`config.mk`:
```
export PLATFORM = sky130hd
export DESIGN_NAME = vga_rx_monitor
export DESIGN_NICKNAME = d
export VERILOG_FILES = /design/src/rtl/vga_rx_monitor.sv
export SDC_FILE = /design/constraint.sdc
export NUM_CORES = 1
export LEC_CHECK = 0
export BUFFER_PORTS_ARGS = -buffer_cell sky130_fd_sc_hd__buf_2
export CAP_MARGIN = 20
export CELL_PAD_IN_SITES_DETAIL_PLACEMENT = 1
export CELL_PAD_IN_SITES_GLOBAL_PLACEMENT = 1
export CORE_UTILIZATION = 49
export CTS_BUF_LIST = sky130_fd_sc_hd__clkbuf_4 sky130_fd_sc_hd__clkbuf_8
export DETAILED_ROUTE_END_ITERATION = 8
export GPL_ROUTABILITY_DRIVEN = 1
export PLACE_DENSITY_LB_ADDON = 0.1
export SYNTH_ARGS = -nofsm -noshare
export SYNTH_HDL_FRONTEND = slang
export SYNTH_SLANG_ARGS = --single-unit
```
`constraint.sdc`:
```
create_clock -name sys_clk -period 8.9 [get_ports sys_clk]
set_clock_uncertainty 0.05 [all_clocks]
set_input_delay 0.89 -clock sys_clk [delete_from_list [all_inputs] [get_ports sys_clk]]
set_output_delay 0.89 -clock sys_clk [all_outputs]
set_load 0.01 [all_outputs]
```
`src/rtl/vga_rx_monitor.sv`:
```
// VGA receive-side monitor: recovers pixel phase and X/Y from hsync/vsync/RGB,
// verifies frame timing, and streams captured active pixels once locked.
module vga_rx_monitor #(
    parameter int unsigned CLK_PER_PIX = 2,
    parameter int unsigned H_SYNC      = 96,
    parameter int unsigned H_BP        = 48,
    parameter int unsigned H_ACT       = 640,
    parameter int unsigned H_FP        = 16,
    parameter int unsigned V_SYNC      = 2,
    parameter int unsigned V_BP        = 33,
    parameter int unsigned V_ACT       = 480,
    parameter int unsigned V_FP        = 10
) (
    input  logic        sys_clk,
    input  logic        rst,
    input  logic        hsync,
    input  logic        vsync,
    input  logic [3:0]  vga_r,
    input  logic [3:0]  vga_g,
    input  logic [3:0]  vga_b,
    output logic        pix_valid,
    output logic [9:0]  pix_x,
    output logic [9:0]  pix_y,
    output logic [3:0]  pix_r,
    output logic [3:0]  pix_g,
    output logic [3:0]  pix_b,
    output logic        frame_start,
    output logic        locked,
    output logic        sync_err,
    output logic [7:0]  err_cnt,
    output logic [11:0] line_len,
    output logic [10:0] frame_lines
);

    localparam int unsigned PH_W = (CLK_PER_PIX > 1) ? $clog2(CLK_PER_PIX) : 1;
    localparam logic [PH_W-1:0] PH_LAST  = PH_W'(CLK_PER_PIX - 1);
    localparam logic [PH_W-1:0] PH_START = (CLK_PER_PIX > 1) ? PH_W'(1) : '0;
    localparam logic [11:0] HC_START = (CLK_PER_PIX > 1) ? 12'd0 : 12'd1;
    localparam logic [11:0] H_TOTAL  = 12'(H_SYNC + H_BP + H_ACT + H_FP);
    localparam logic [11:0] H_ACT0   = 12'(H_SYNC + H_BP);
    localparam logic [11:0] H_ACT1   = 12'(H_SYNC + H_BP + H_ACT);
    localparam logic [10:0] V_TOTAL  = 11'(V_SYNC + V_BP + V_ACT + V_FP);
    localparam logic [10:0] V_ACT0   = 11'(V_SYNC + V_BP);
    localparam logic [10:0] V_ACT1   = 11'(V_SYNC + V_BP + V_ACT);

    typedef enum logic [1:0] {StSearch, StMeasure, StLocked} state_e;

    state_e          state_q;
    logic            hs_q, vs_q, hs_p, vs_p;
    logic [11:0]     rgb_q;
    logic [PH_W-1:0] ph_q;
    logic [11:0]     hcnt_q;
    logic [10:0]     vcnt_q;
    logic            armed_q, bad_q;

    logic       hs_fall, vs_fall, samp, h_act, v_act, pix_hit, viol;
    logic [7:0] err_inc;

    always_comb begin
        hs_fall = hs_p & ~hs_q;
        vs_fall = vs_p & ~vs_q;
        // The fall cycle is phase 0 of pixel 0, so it is never a sample cycle.
        samp    = !hs_fall && (ph_q == PH_LAST);
        h_act   = (hcnt_q >= H_ACT0) && (hcnt_q < H_ACT1);
        v_act   = (vcnt_q >= V_ACT0) && (vcnt_q < V_ACT1);
        pix_hit = (state_q == StLocked) && samp && h_act && v_act;
        err_inc = (err_cnt != 8'hff) ? err_cnt + 8'd1 : err_cnt;
        // hcnt_q holds the completed pixel count when the next hsync falls.
        viol = (state_q != StSearch) && armed_q &&
               ((hs_fall && (hcnt_q != H_TOTAL)) ||
                (!hs_fall && (hcnt_q == H_TOTAL) && (ph_q == '0)) ||
                (vs_fall && ((vcnt_q + 11'd1) != V_TOTAL)) ||
                (hs_fall && !vs_fall && (vcnt_q == V_TOTAL - 11'd1)));
    end

    always_ff @(posedge sys_clk or posedge rst) begin
        if (rst) begin
            state_q     <= StSearch;
            hs_q        <= 1'b0;
            vs_q        <= 1'b0;
            hs_p        <= 1'b0;
            vs_p        <= 1'b0;
            rgb_q       <= '0;
            ph_q        <= '0;
            hcnt_q      <= '0;
            vcnt_q      <= '0;
            armed_q     <= 1'b0;
            bad_q       <= 1'b0;
            pix_valid   <= 1'b0;
            pix_x       <= '0;
            pix_y       <= '0;
            pix_r       <= '0;
            pix_g       <= '0;
            pix_b       <= '0;
            frame_start <= 1'b0;
            locked      <= 1'b0;
            sync_err    <= 1'b0;
            err_cnt     <= '0;
            line_len    <= '0;
            frame_lines <= '0;
        end else begin
            hs_q  <= hsync;
            vs_q  <= vsync;
            hs_p  <= hs_q;
            vs_p  <= vs_q;
            rgb_q <= {vga_r, vga_g, vga_b};

            if (hs_fall) begin
                ph_q     <= PH_START;
                hcnt_q   <= HC_START;
                line_len <= hcnt_q;
            end else if (ph_q == PH_LAST) begin
                ph_q <= '0;
                if (hcnt_q != 12'hfff) hcnt_q <= hcnt_q + 12'd1;
            end else begin
                ph_q <= ph_q + PH_W'(1);
            end

            if (vs_fall) begin
                vcnt_q      <= '0;
                frame_lines <= vcnt_q + 11'd1;
            end else if (hs_fall && (vcnt_q != 11'h7ff)) begin
                vcnt_q <= vcnt_q + 11'd1;
            end

            pix_valid   <= pix_hit;
            frame_start <= pix_hit && (hcnt_q == H_ACT0) && (vcnt_q == V_ACT0);
            if (pix_hit) begin
                pix_x                 <= 10'(hcnt_q - H_ACT0);
                pix_y                 <= 10'(vcnt_q - V_ACT0);
                {pix_r, pix_g, pix_b} <= rgb_q;
            end

            sync_err <= 1'b0;
            unique case (state_q)
                StSearch: begin
                    if (vs_fall) begin
                        state_q <= StMeasure;
                        armed_q <= 1'b0;
                        bad_q   <= 1'b0;
                    end
                end
                StMeasure: begin
                    // The line in progress at entry is partial, so checks start at the next hs fall.
                    if (hs_fall) armed_q <= 1'b1;
                    if (viol) begin
                        sync_err <= 1'b1;
                        err_cnt  <= err_inc;
                    end
                    if (vs_fall) begin
                        bad_q <= 1'b0;
                        if (armed_q && !bad_q && !viol) begin
                            state_q <= StLocked;
                            locked  <= 1'b1;
                        end
                    end else if (viol) begin
                        bad_q <= 1'b1;
                    end
                end
                StLocked: begin
                    if (viol) begin
                        state_q  <= StSearch;
                        locked   <= 1'b0;
                        sync_err <= 1'b1;
                        err_cnt  <= err_inc;
                        armed_q  <= 1'b0;
                    end
                end
                default: state_q <= StSearch;
            endcase
        end
    end

endmodule
```
Word-level counts from Yosys, hierarchy flattened. Index checks and enable logic that the tools add are counted.

Register bits: 111. Latch bits: 0. Bits in writable memories: 0. Memory bits (read-only): 0. Input port bits: 16. Output and inout port bits: 67. Logic and storage cells: 120. Memories kept: 0.

Add/subtract/negate cells: 6. Multiply operators: 0. Div/mod/pow operators: 0. Magnitude comparators: 4. Equal/unequal tests: 17. Shift-type cells: 0. Mux-type cells: 24. Bitwise logic cells: 5. Reductions and logical operators: 41.

Operators by type and width (count): $mux W12 (3); $mux W11 (2); $logic_and A1 B1 Y1 (19); $add A12 B1 Y12 const B (1); $eq A12 B10 Y1 const B (1); $eq A12 B8 Y1 const B (1); $ge A12 B8 Y1 const B (1); $lt A12 B10 Y1 const B (1); $ne A12 B10 Y1 const B (1); $ne A12 B12 Y1 const B (1); $reduce_and A4 Y1 (3); $reduce_bool A2 Y1 (6); $add A11 B1 Y11 const B (1); $eq A11 B10 Y1 const B (1); $eq A11 B6 Y1 const B (1); $ge A11 B6 Y1 const B (1); $lt A11 B10 Y1 const B (1); $mux W1 (11); $ne A11 B10 Y1 const B (1); $ne A11 B11 Y1 const B (1); $ne A2 B2 Y1 const B (5); $sub A10 B6 Y10 const B (1); $sub A10 B8 Y10 const B (1); $add A8 B1 Y8 const B (1); other kinds (18) (31).

Depth between registers and ports, before layout. Gate-level depths: netlist of run 1.

Depth in word-level cells: 14. Gate-level depth with buffers: 10.

Least setup slack after synthesis of run 1. No wires, ideal clock.

Path type: register -> register. From: register vcnt_q[1]. To: register err_cnt[1]. Library setup time: 0.127 ns. Arrival time: 2.253 ns. Required time: 8.723 ns. Path slack: 6.469 ns. Cell stages (with the launch flop): 10. Cell sequence: dfrtp_1 -> ha_1 -> buf_2 -> nand3_2 -> and4bb_1 -> o211ai_1 -> a211oi_2 -> a211oi_4 -> and2_4 -> mux2_1.

Word-level cells in the longest chain between the ends: 7.

Ends and longest elaborated chain: start, declared (line 53) `logic [10:0] vcnt_q;`; start signal, assigned (line 123) `vcnt_q <= vcnt_q + 11'd1;`; $add A11 B1 Y11 (line 72) `(vs_fall && ((vcnt_q + 11'd1) != V_TOTAL)) ||`; $ne A11 B10 Y1 (line 72); $logic_and A1 B1 Y1 (line 72); $logic_or A1 B1 Y1 (line 71) `(!hs_fall && (hcnt_q == H_TOTAL) && (ph_q == '0)) ||`; $logic_or A1 B1 Y1 * (line 72); $logic_and A1 B1 Y1 * (line 69) `viol = (state_q != StSearch) && armed_q &&`; $reduce_and A3 Y1 (no source line) *; end signal, assigned (line 148) `err_cnt <= err_inc;`; end signal, assigned (line 165) `err_cnt <= err_inc;`; end, declared (line 30) `output logic [7:0] err_cnt,`.

Mark *: on every way between the ends. The rest lies on a longest branch, timed or not. A chain may end at the register's enable or synchronous reset.

Worst setup path after layout of run 1.
From: register vs_q. To: register err_cnt[1].

Word-level cells in the longest chain between the ends: 8.

Ends and longest elaborated chain: start, declared (line 49) `logic hs_q, vs_q, hs_p, vs_p;`; start signal, assigned (line 103) `vs_q <= vsync;`; $not A1 Y1 * (line 61) `vs_fall = vs_p & ~vs_q;`; $and A1 B1 Y1 * (line 61); $logic_not A1 Y1 (line 73) `(hs_fall && !vs_fall && (vcnt_q == V_TOTAL - 11'd1)));`; $logic_and A1 B1 Y1 (2 in a row) (line 73); $logic_or A1 B1 Y1 * (line 72); $logic_and A1 B1 Y1 * (line 69); $reduce_and A3 Y1 (no source line) *.

Marked as above.

==> summary by stage, run 1 <==
Status
The run finished with clean final reports.

Floorplan
The initial utilization of the core area, before any placement, comes to 50.5%. The chip height is 105 um. The die area is 11,100 um2.

In this run the core area contains 37 standard-cell rows. The die width is 105 um. The core area is 10,300 um2. The I/O pin count is 83.

Layout
Of the cells placed in the final design, the portion with a size suffix greater than 1 is 23.3%. The final layout contains 596 nets. The repair_antennas step left the layout with diodes totalling 0.

Relative to the synthesized area, the layout overhead comes to 12.3%. The finished layout cell area is 5860 um2.

Route
The routed layout has 3,806 vias. The total wire length is 11,600 um. The number of antenna-violating nets in the routed design is 0. The DRC violation total after the first TritonRoute iteration is 121. After detailed routing, the number of remaining DRC violations is 0. Dividing the detail-routed wire length by the instance count gives 16.4 um.

Dividing the detail-routed via count by the number of cells gives 5.38. The first detailed-routing pass ran for 4 iterations.

Timing
The peak clock frequency supported by timing is 0.348 GHz. Setup repair after global routing left no endpoint under its margin. The number of max-slew violations in the final report is 0.

The clock period minus worst slack is 2.88 ns. The aggregate negative setup slack is 0 ns. The total of endpoints with negative setup slack in the final report is 0. In this run the tightest slew margin relative to its limit is 33.6%. The total count of hold-check failures in the final report is 0. Dividing the final minimum period by the clock period gives 32.3%. For the pin with the worst max-slew slack, the measured transition is 0.996 ns.

Flow run
Across the run, the number of max-cap violations was 0.

Clocking
The root buffer cell is sky130_fd_sc_hd__clkbuf_8. Post-CTS timing repair inserted 0 buffers for setup. Post-CTS repair changed the size of 0 cells.

The number of hold buffers added after CTS was 0. After clock tree synthesis, the clock-pin slew on the worst setup and hold paths is 0.10 ns. The worst-skew pair later-pin latency is 0.39 ns. The total number of clock tree sinks is 111. The maximum number of buffers from clock root to sink is 2. The number of buffers added by the clock tree synthesis step is 9. The clock tree from TritonCTS is yes. The number of H-tree levels is 3.

Logic synthesis
Counting every net in the synthesized netlist gives 531. The most area-hungry cell type in the Yosys netlist is sky130_fd_sc_hd__dfrtp_1. The post-synthesis instance area is 5220 um2. In the synthesized netlist the dominant register cell turns out to be sky130_fd_sc_hd__dfrtp_1. Yosys mapped the design onto 58 distinct sky130hd cell types.

The cell count after synthesis came out at 502. The register area share after synthesis is 53.2%. The average cell area after synthesis is 10.4 um2. Ranked by total cell area, the synthesized netlist is headed by sky130_fd_sc_hd__dfrtp_1 (53%), sky130_fd_sc_hd__nand2_1 (6.0%), sky130_fd_sc_hd__mux2_4 (4.3%). Of the post-synthesis cell area, the dominant cell type holds 53.2%. Of all flip-flops after synthesis, the portion carrying an async set or reset was 100%.

The number of synthesized register bits is 111. The number of synthesized flops with an enable pin is 0. The yosys synthesis warning count is 0.

Setup path
In this run the critical register-to-register path is captured at err_cnt[1]. Along the worst path, the maximum fanout reaches 29. The endpoint class of the critical path is a register. By startpoint and endpoint, the worst setup path is classified as register to register. The category of the worst setup path launch point is a register. The register-to-register setup slack is 6.02 ns. STA puts the critical path data required time at 9.13 ns.

The number of cells on the worst reg-to-reg path is 7. The launch point of the worst reg-to-reg path is vs_q. At the worst endpoint, the arrival time is 3.11 ns.

Global routing
The number of global-route vias before repair is 3,866. The aggregate global-route resource usage is 22.5%. The maximum number of pins on one net before global-route repair is 81. After global routing the overflow that remains totals 0. The first global-routing pass estimated 19,500 um of wire. The number of antenna violations at the first check in global routing is 0.

Min path
The kind of path behind the tightest hold check is register to register. The worst hold path begins at hs_q. The worst hold path passes through 0 cells. The endpoint with the worst hold slack is hs_p.

Place
At the end of routability-driven placement, the weighted congestion stood at 0.881. Once detailed placement completed, the half-perimeter wirelength came to 8130 um. The placed instances occupy a cell area of 5660 um2. Port buffering added 82 buffers.

Pwr
For this design the static power due to leakage is 0.00296 uW. IR analysis of the VDD net gives a maximum drop of 0.0000890 V. The power per standard cell area is 184 nW/um2.
state kept, by name (all words and copies together), names as in the netlist, 2 cells and up:
name and flops:
err_cnt 8, frame_lines 11, hcnt_q 12, line_len 12
pix_b 4, pix_g 4, pix_r 4, pix_x 10
pix_y 10, rgb_q 12, state_q 2, vcnt_q 11
synthesized netlist by cell type, types with 2 or more instances:
library cell / count
sky130_fd_sc_hd__a211oi_1: 3
sky130_fd_sc_hd__a21oi_1: 23
sky130_fd_sc_hd__a31oi_1: 2
sky130_fd_sc_hd__and2_1: 3
sky130_fd_sc_hd__and3_1: 4
sky130_fd_sc_hd__and4_1: 4
sky130_fd_sc_hd__and4b_1: 2
sky130_fd_sc_hd__buf_1: 2
sky130_fd_sc_hd__buf_2: 11
sky130_fd_sc_hd__buf_4: 2
sky130_fd_sc_hd__buf_6: 2
sky130_fd_sc_hd__clkbuf_1: 15
sky130_fd_sc_hd__dfrtp_1: 111
sky130_fd_sc_hd__ha_1: 13
sky130_fd_sc_hd__inv_1: 17
sky130_fd_sc_hd__mux2_4: 15
sky130_fd_sc_hd__nand2_1: 83
sky130_fd_sc_hd__nand2b_1: 5
sky130_fd_sc_hd__nand3_1: 10
sky130_fd_sc_hd__nand3_2: 2
sky130_fd_sc_hd__nand4_1: 11
sky130_fd_sc_hd__nor2_1: 32
sky130_fd_sc_hd__nor2b_1: 2
sky130_fd_sc_hd__nor3_1: 3
sky130_fd_sc_hd__nor4_1: 4
sky130_fd_sc_hd__o211ai_1: 3
sky130_fd_sc_hd__o21ai_0: 23
sky130_fd_sc_hd__o21ai_1: 18
sky130_fd_sc_hd__or3_1: 8
sky130_fd_sc_hd__xnor2_1: 25
sky130_fd_sc_hd__xor2_1: 17
metrics by stage:
step	total power (uW)	hold WS [ns]	instances	setup slack, ns	util (%)
after floorplan	740	0.316	502	5.03	-
after global placement	796	0.325	691	6.12	54.8
after detailed placement	806	0.333	691	5.97	54.8
after CTS	1090	0.357	707	5.95	56.5
after global routing	1130	0.370	708	5.77	56.8
final	1080	0.354	708	6.02	56.8
worst max-delay path: stages (launching register included):
cell                       delay, ns
sky130_fd_sc_hd__dfrtp_1        0.37
sky130_fd_sc_hd__nand2b_1       0.77
sky130_fd_sc_hd__and4_1         0.31
sky130_fd_sc_hd__a311o_1        0.19
sky130_fd_sc_hd__nand2_2        0.11
sky130_fd_sc_hd__a211oi_4       0.41
sky130_fd_sc_hd__and2_4         0.23
sky130_fd_sc_hd__mux2_1         0.31
report_power, final:
| group | switching (uW) | total, uW | internal, uW | leakage (uW) |
|---|---|---|---|---|
| combinational | 129 | 216 | 86.3 | 0.00139 |
| sequential | 37.1 | 579 | 542 | 0.00149 |
| clock | 173 | 281 | 108 | 0.0000866 |
routing by layer:
| metal | wire length [um] | global-route usage (%) |
|---|---|---|
| met5 | 0 | 0 |
| met1 | 5110 | 29.6 |
| met3 | 412 | 3.74 |
| met4 | 180 | 8.15 |
| met2 | 5940 | 37.5 |
cell families (layout without fill, tap and decap cells):
group	count (synthesis)	count (layout)	synth area share (%)
adders and majority gates	13	13	3.12
xor gates and xnor gates	42	42	7.05
AOI/OAI and AO/OA	88	88	10.3
DFF	111	111	53.2
and+or+nand+nor	182	182	17.2
muxes	16	16	4.53
buffers and inverters	50	120	4.48
worst max path at each step:
stage	start	endpoint	slack, ns	depth (start not counted)
2_1_floorplan	rst	armed_q	5.03	1
3_3_place_gp	vs_q	err_cnt[1]	6.12	7
3_5_place_dp	vs_q	err_cnt[1]	5.97	7
4_1_cts	vs_q	err_cnt[1]	5.95	7
5_1_grt	vs_q	err_cnt[1]	5.77	7
6_report	vs_q	err_cnt[1]	6.02	7
cells in the final DEF, fill, tap and decap left out, drive strengths merged, types with 2 or more instances in the layout:
| master | Yosys | routed |
|---|---|---|
| or3 | 8 | 8 |
| a211oi | 5 | 5 |
| a21oi | 24 | 24 |
| mux2 | 16 | 16 |
| nor4b | 2 | 2 |
| nor2 | 32 | 32 |
| dfrtp | 111 | 111 |
| and4 | 4 | 4 |
| nor3 | 4 | 4 |
| clkbuf | 16 | 11 |
| a31oi | 2 | 2 |
| nand2b | 5 | 5 |
| clkinv | 0 | 2 |
| clkinvlp | 0 | 2 |
| a41oi | 2 | 2 |
| nor2b | 2 | 2 |
| nand4 | 12 | 12 |
| buf | 17 | 87 |
| nor4 | 4 | 4 |
| nand3 | 12 | 12 |
| inv | 17 | 18 |
| ha | 13 | 13 |
| nand2 | 84 | 84 |
| xor2 | 17 | 17 |
| o21ai | 42 | 42 |
| o211ai | 3 | 3 |
| and3 | 4 | 4 |
| and2 | 4 | 4 |
| and4b | 2 | 2 |
| xnor2 | 25 | 25 |
area by class of cell:
cell class              instances  area [um2]
fillers                      1190        4460
flip-flops and latches        111        2780
multi-input cells             341        2210
repair buffers                 87         468
well taps                     136         170
clock buffers                  11         139
inverters                      17        66.3
clock inverters                 5        33.8
Power figures use the tool's default switching activity.
==> run 2, diff against run 1 <==
Settings changed: ABC_AREA from default to 1, CORE_UTILIZATION 49 to 44.
Clock period 8.9 ns to 2.9 ns, I/O delays scaled along.
==> run 2 against run 1 <==
  * Clock-buffer cell count shrank 2
  * Global-route usage grew 1.0 points
  * Sequential power grew to 3.0 times the previous value
  * Synthesized area down 3.5%
  * Total power rose to 3.1 times the previous value
  * Utilization shrank 2.0 points
  * Maximum frequency rose by 11%
  * Largest power group unchanged
==> summary by stage, run 2 <==
Route
The routed length per placed instance is 15.7 um (-4.4%). The number of design rule violations left after detail routing is 0 (unchanged). The number of antenna-violating nets in the routed design is 0 (unchanged). The detailed-route via count is 4,253 (+12%). The iteration count of the initial detailed-routing pass was 4 (unchanged).

The via density per instance is 5.19 (-3.4%). The DRC violation total after the first TritonRoute iteration is 209 (+73%). The total wire length is 12,900 um (+11%).

Logic synthesis
The average cell area after synthesis is 8.74 um2 (-16%). The number of synthesized flops with an enable pin is 0 (unchanged). The gate count of the mapped netlist is 576 (+15%).

The most frequently used cell type in the post-synthesis netlist is sky130_fd_sc_hd__nand2_1. The count of unique library cells instantiated by Yosys is 35 (-40%). The yosys synthesis warning count was 0 (unchanged).

After synthesis, the most frequently instantiated cells are sky130_fd_sc_hd__nand2_1 (178), sky130_fd_sc_hd__dfrtp_1 (111), sky130_fd_sc_hd__o21ai_0 (57). The biggest area contributor in the post-synthesis netlist is sky130_fd_sc_hd__dfrtp_1. The register area share after synthesis is 55.2% (+1.9 points). The fraction of registers with async set or reset after synthesis is 100% (unchanged). The fraction of post-synthesis cell area in the top cell type by area is 55.2% (+1.9 points). By area the synthesized netlist is led by sky130_fd_sc_hd__dfrtp_1 (55%), sky130_fd_sc_hd__nand2_1 (13%), sky130_fd_sc_hd__o21ai_0 (5.7%). The post-synthesis instance area is 5040 um2 (-3.5%).

The synthesized netlist net count was 605 (+14%). The top flip-flop cell by instance count after synthesis is sky130_fd_sc_hd__dfrtp_1. The number of synthesized register bits was 111 (unchanged).

Floorplan
The chip height came to 109 um (+3.6%). The number of rows created at floorplan is 38 (+2.7%). The die width came to 109 um (+3.6%). The I/O pin count is 83 (unchanged).

The core area is 11,000 um2 (+6.4%). The initial core utilization is 45.9% (-4.7 points). The die area is 11,900 um2 (+7.3%).

Timing
The total count of hold-check failures in the final report is 0 (unchanged). The number of max-slew violations in the final report was 0 (unchanged). The clock period minus worst slack was 2.60 ns (-0.282 ns). The total of endpoints with negative setup slack in the final report is 0 (unchanged).

Setup repair after global routing left no endpoint under its margin. The aggregate negative setup slack is 0 ns (unchanged). The ratio of final minimum period to clock period is 89.5% (+57 points). The peak clock frequency supported by timing is 0.385 GHz (+11%). The transition time at the pin with the least slew margin came to 0.641 ns (-0.355 ns). The worst max-slew margin expressed relative to the limit is 57.3% (+24 points).

Layout
The finished layout cell area is 6010 um2 (+2.6%). The filler cell count came to 1,347 (+13%). The footprint of the flip-flops and latches came to 2780 um2 (unchanged). The largest registers in the layout are hcnt_q x12, line_len x12, rgb_q x12. The number of nets at the end of the flow is 704 (+18%). The multi-input logic area is 1980 um2 (-10%). The most frequent standard cell in the layout excluding fill and tap cells is sky130_fd_sc_hd__nand2_1. The share of post-route cells with drive strength above 1 is 18.4% (-4.8 points). The total inserted antenna cells is 0 (unchanged).

Leaving out fill and tap cells, the most frequent cells in the layout are sky130_fd_sc_hd__nand2_1 (178), sky130_fd_sc_hd__dfrtp_1 (111), sky130_fd_sc_hd__buf_2 (82). The final non-filler cell total is 819 (+16%). The layout overhead on the synthesized area is 19.4%.

Place
The number of cells after detailed placement came to 788 (+14%). The final estimated routing congestion in global placement is 0.859 (-2.5%). The count of input and output buffers came to 82 (unchanged). The estimated wirelength of the detail-placed design is 9020 um (+11%). The cell area after placement is 5630 um2 (-0.53%).

Clocking
The number of instances resized during post-cts repair is 0 (unchanged). The maximum number of buffers from clock root to sink is 2 (unchanged). The number of buffers added by the clock tree synthesis step is 9 (unchanged). TritonCTS built the clock tree.

The number of H-tree levels is 3 (unchanged). The clock input transition at the sequential cells of the worst setup and hold paths was 0.10 ns (about the same). The tree is rooted in a sky130_fd_sc_hd__clkbuf_8. The total number of clock tree sinks is 111 (unchanged). The worst-skew pair later-pin latency is 0.39 ns (about the same).

Setup path
The critical path data arrival time is 2.81 ns (-0.30 ns). The worst stage delay on the critical path was 0.46 ns (-0.31 ns). The critical path goes through inv_1 > nand2_1 > nor3_1 > a31oi_1 > nor4_1 > nand2_1 > or2_1 > buf_12 > nand2_1 > o21ai_0. The worst setup path is captured at a register. The worst setup path is launched from a register. The required time at the worst-slack endpoint is 3.12 ns (-6.01 ns). The gate family responsible for the most delay along the worst path is simple AND/OR/NAND/NOR gates.

The count of buffer and inverter cells on the critical path is 2 (+2). For this design, the slowest cell found on the critical path is sky130_fd_sc_hd__dfrtp_1. The cell that appears most often on the critical path is sky130_fd_sc_hd__nand2_1.

The critical path is of the register to register type. The maximum fanout along the worst path is 32 (+10%).

Global routing
The aggregate global routing overflow came to 0 (unchanged). The maximum number of pins on one net before global-route repair came to 45 (-44%). The number of global-route vias before repair is 4,372 (+13%).

The wire length of the first global-routing pass is 21,400 um (+9.8%). The aggregate global-route resource usage was 23.5% (+1.0 points). The number of antenna violations at the first check in global routing came to 0 (unchanged).

Pwr
The power per standard cell area was 549 nW/um2 (+200%). The total design power is 3300 uW (+210%). The worst ir drop on vdd is 0.000276 V (+210%). The static power due to leakage is 0.00309 uW (+4.3%).

Min path
The kind of path behind the tightest hold check is input port to async pin.

Status
The run finished with clean final reports.

Flow run
The number of maximum-capacitance violations was 0 (unchanged).
[run 2: changes by cell type in the layout (fill, tap and decap cells not counted), moves of 21 or more]
| cell | delta |
|---|---|
| sky130_fd_sc_hd__nand2_1 | +95 |
| sky130_fd_sc_hd__o21ai_0 | +34 |
| sky130_fd_sc_hd__inv_1 | +27 |
| sky130_fd_sc_hd__xnor2_1 | -21 |
[run 2: per-stage QoR]
stage / util [%] / hold WS [ns] / worst slack, ns
6_report: 54.7 / 0.303 / 0.304
5_1_grt: 54.7 / 0.304 / 0.0497
4_1_cts: 54.5 / 0.0723 / 0.285
3_5_place_dp: 51.3 / 0.314 / 0.320
3_3_place_gp: 51.3 / 0.313 / 0.419
2_1_floorplan: - / 0.271 / 0.944
[run 2: area by class of cell]
class	instances	share of cell area (%)
Inverter	48	3.08
Clock inverter	6	1.44
Multi-Input combinational cell	398	32.9
Timing Repair Buffer	107	11.4
Tap cell	140	2.91
Sequential cell	111	46.2
Clock buffer	9	2.06
[run 2: worst min-delay path, stage by stage]
cell                            delay, ns
sky130_fd_sc_hd__dlygate4sd3_1       0.53
sky130_fd_sc_hd__buf_2               0.14
sky130_fd_sc_hd__clkinvlp_4          0.14
[run 2: repair_timing]
action / 4_1_cts / 5_1_grt
hold buffers: 14 / 1
hold endpoints to repair: 14 / 17
buffers inserted: 0 / 0
[run 2: per-layer routing]
metal / track usage [%] / routed length [um]
met4: 9.65 / 260
met3: 3.23 / 411
met5: 0 / 0
met2: 40.2 / 6440
met1: 29.9 / 5760
[run 2: path summary, 6_finish.rpt]
check | from | end | slack (ns) | depth (start not counted)
max in group asynchronous | rst | vcnt_q[4] | 1.80 | 5
min in group sys_clk | hs_q | hs_p | 0.33 | 0
worst min register to register | hs_q | hs_p | 0.33 | 0
worst max-delay path | vcnt_q[7] | pix_x[0] | 0.30 | 10
worst max register to register | vcnt_q[7] | pix_x[0] | 0.30 | 10
worst min-delay path | rst | pix_valid | 0.30 | 3
[run 2: power by group]
part           total (uW)  switching, uW  internal [uW]
logic                 561            368            194
clock network        1020            539            481
registers            1720           75.7           1640
[run 2: cell families (layout without fill, tap and decap cells)]
| kind of cell | count (synthesis) | in the layout | share of synthesized area [%] |
|---|---|---|---|
| adder cells (fa/ha/maj) | 13 | 13 | 3.23 |
| AND/OR/NAND/NOR | 285 | 285 | 24.3 |
| AO/OA/AOI/OAI | 84 | 84 | 8.92 |
| buffers and inverters | 67 | 170 | 5.59 |
| flip-flops | 111 | 111 | 55.2 |
| XOR/XNOR | 16 | 16 | 2.78 |
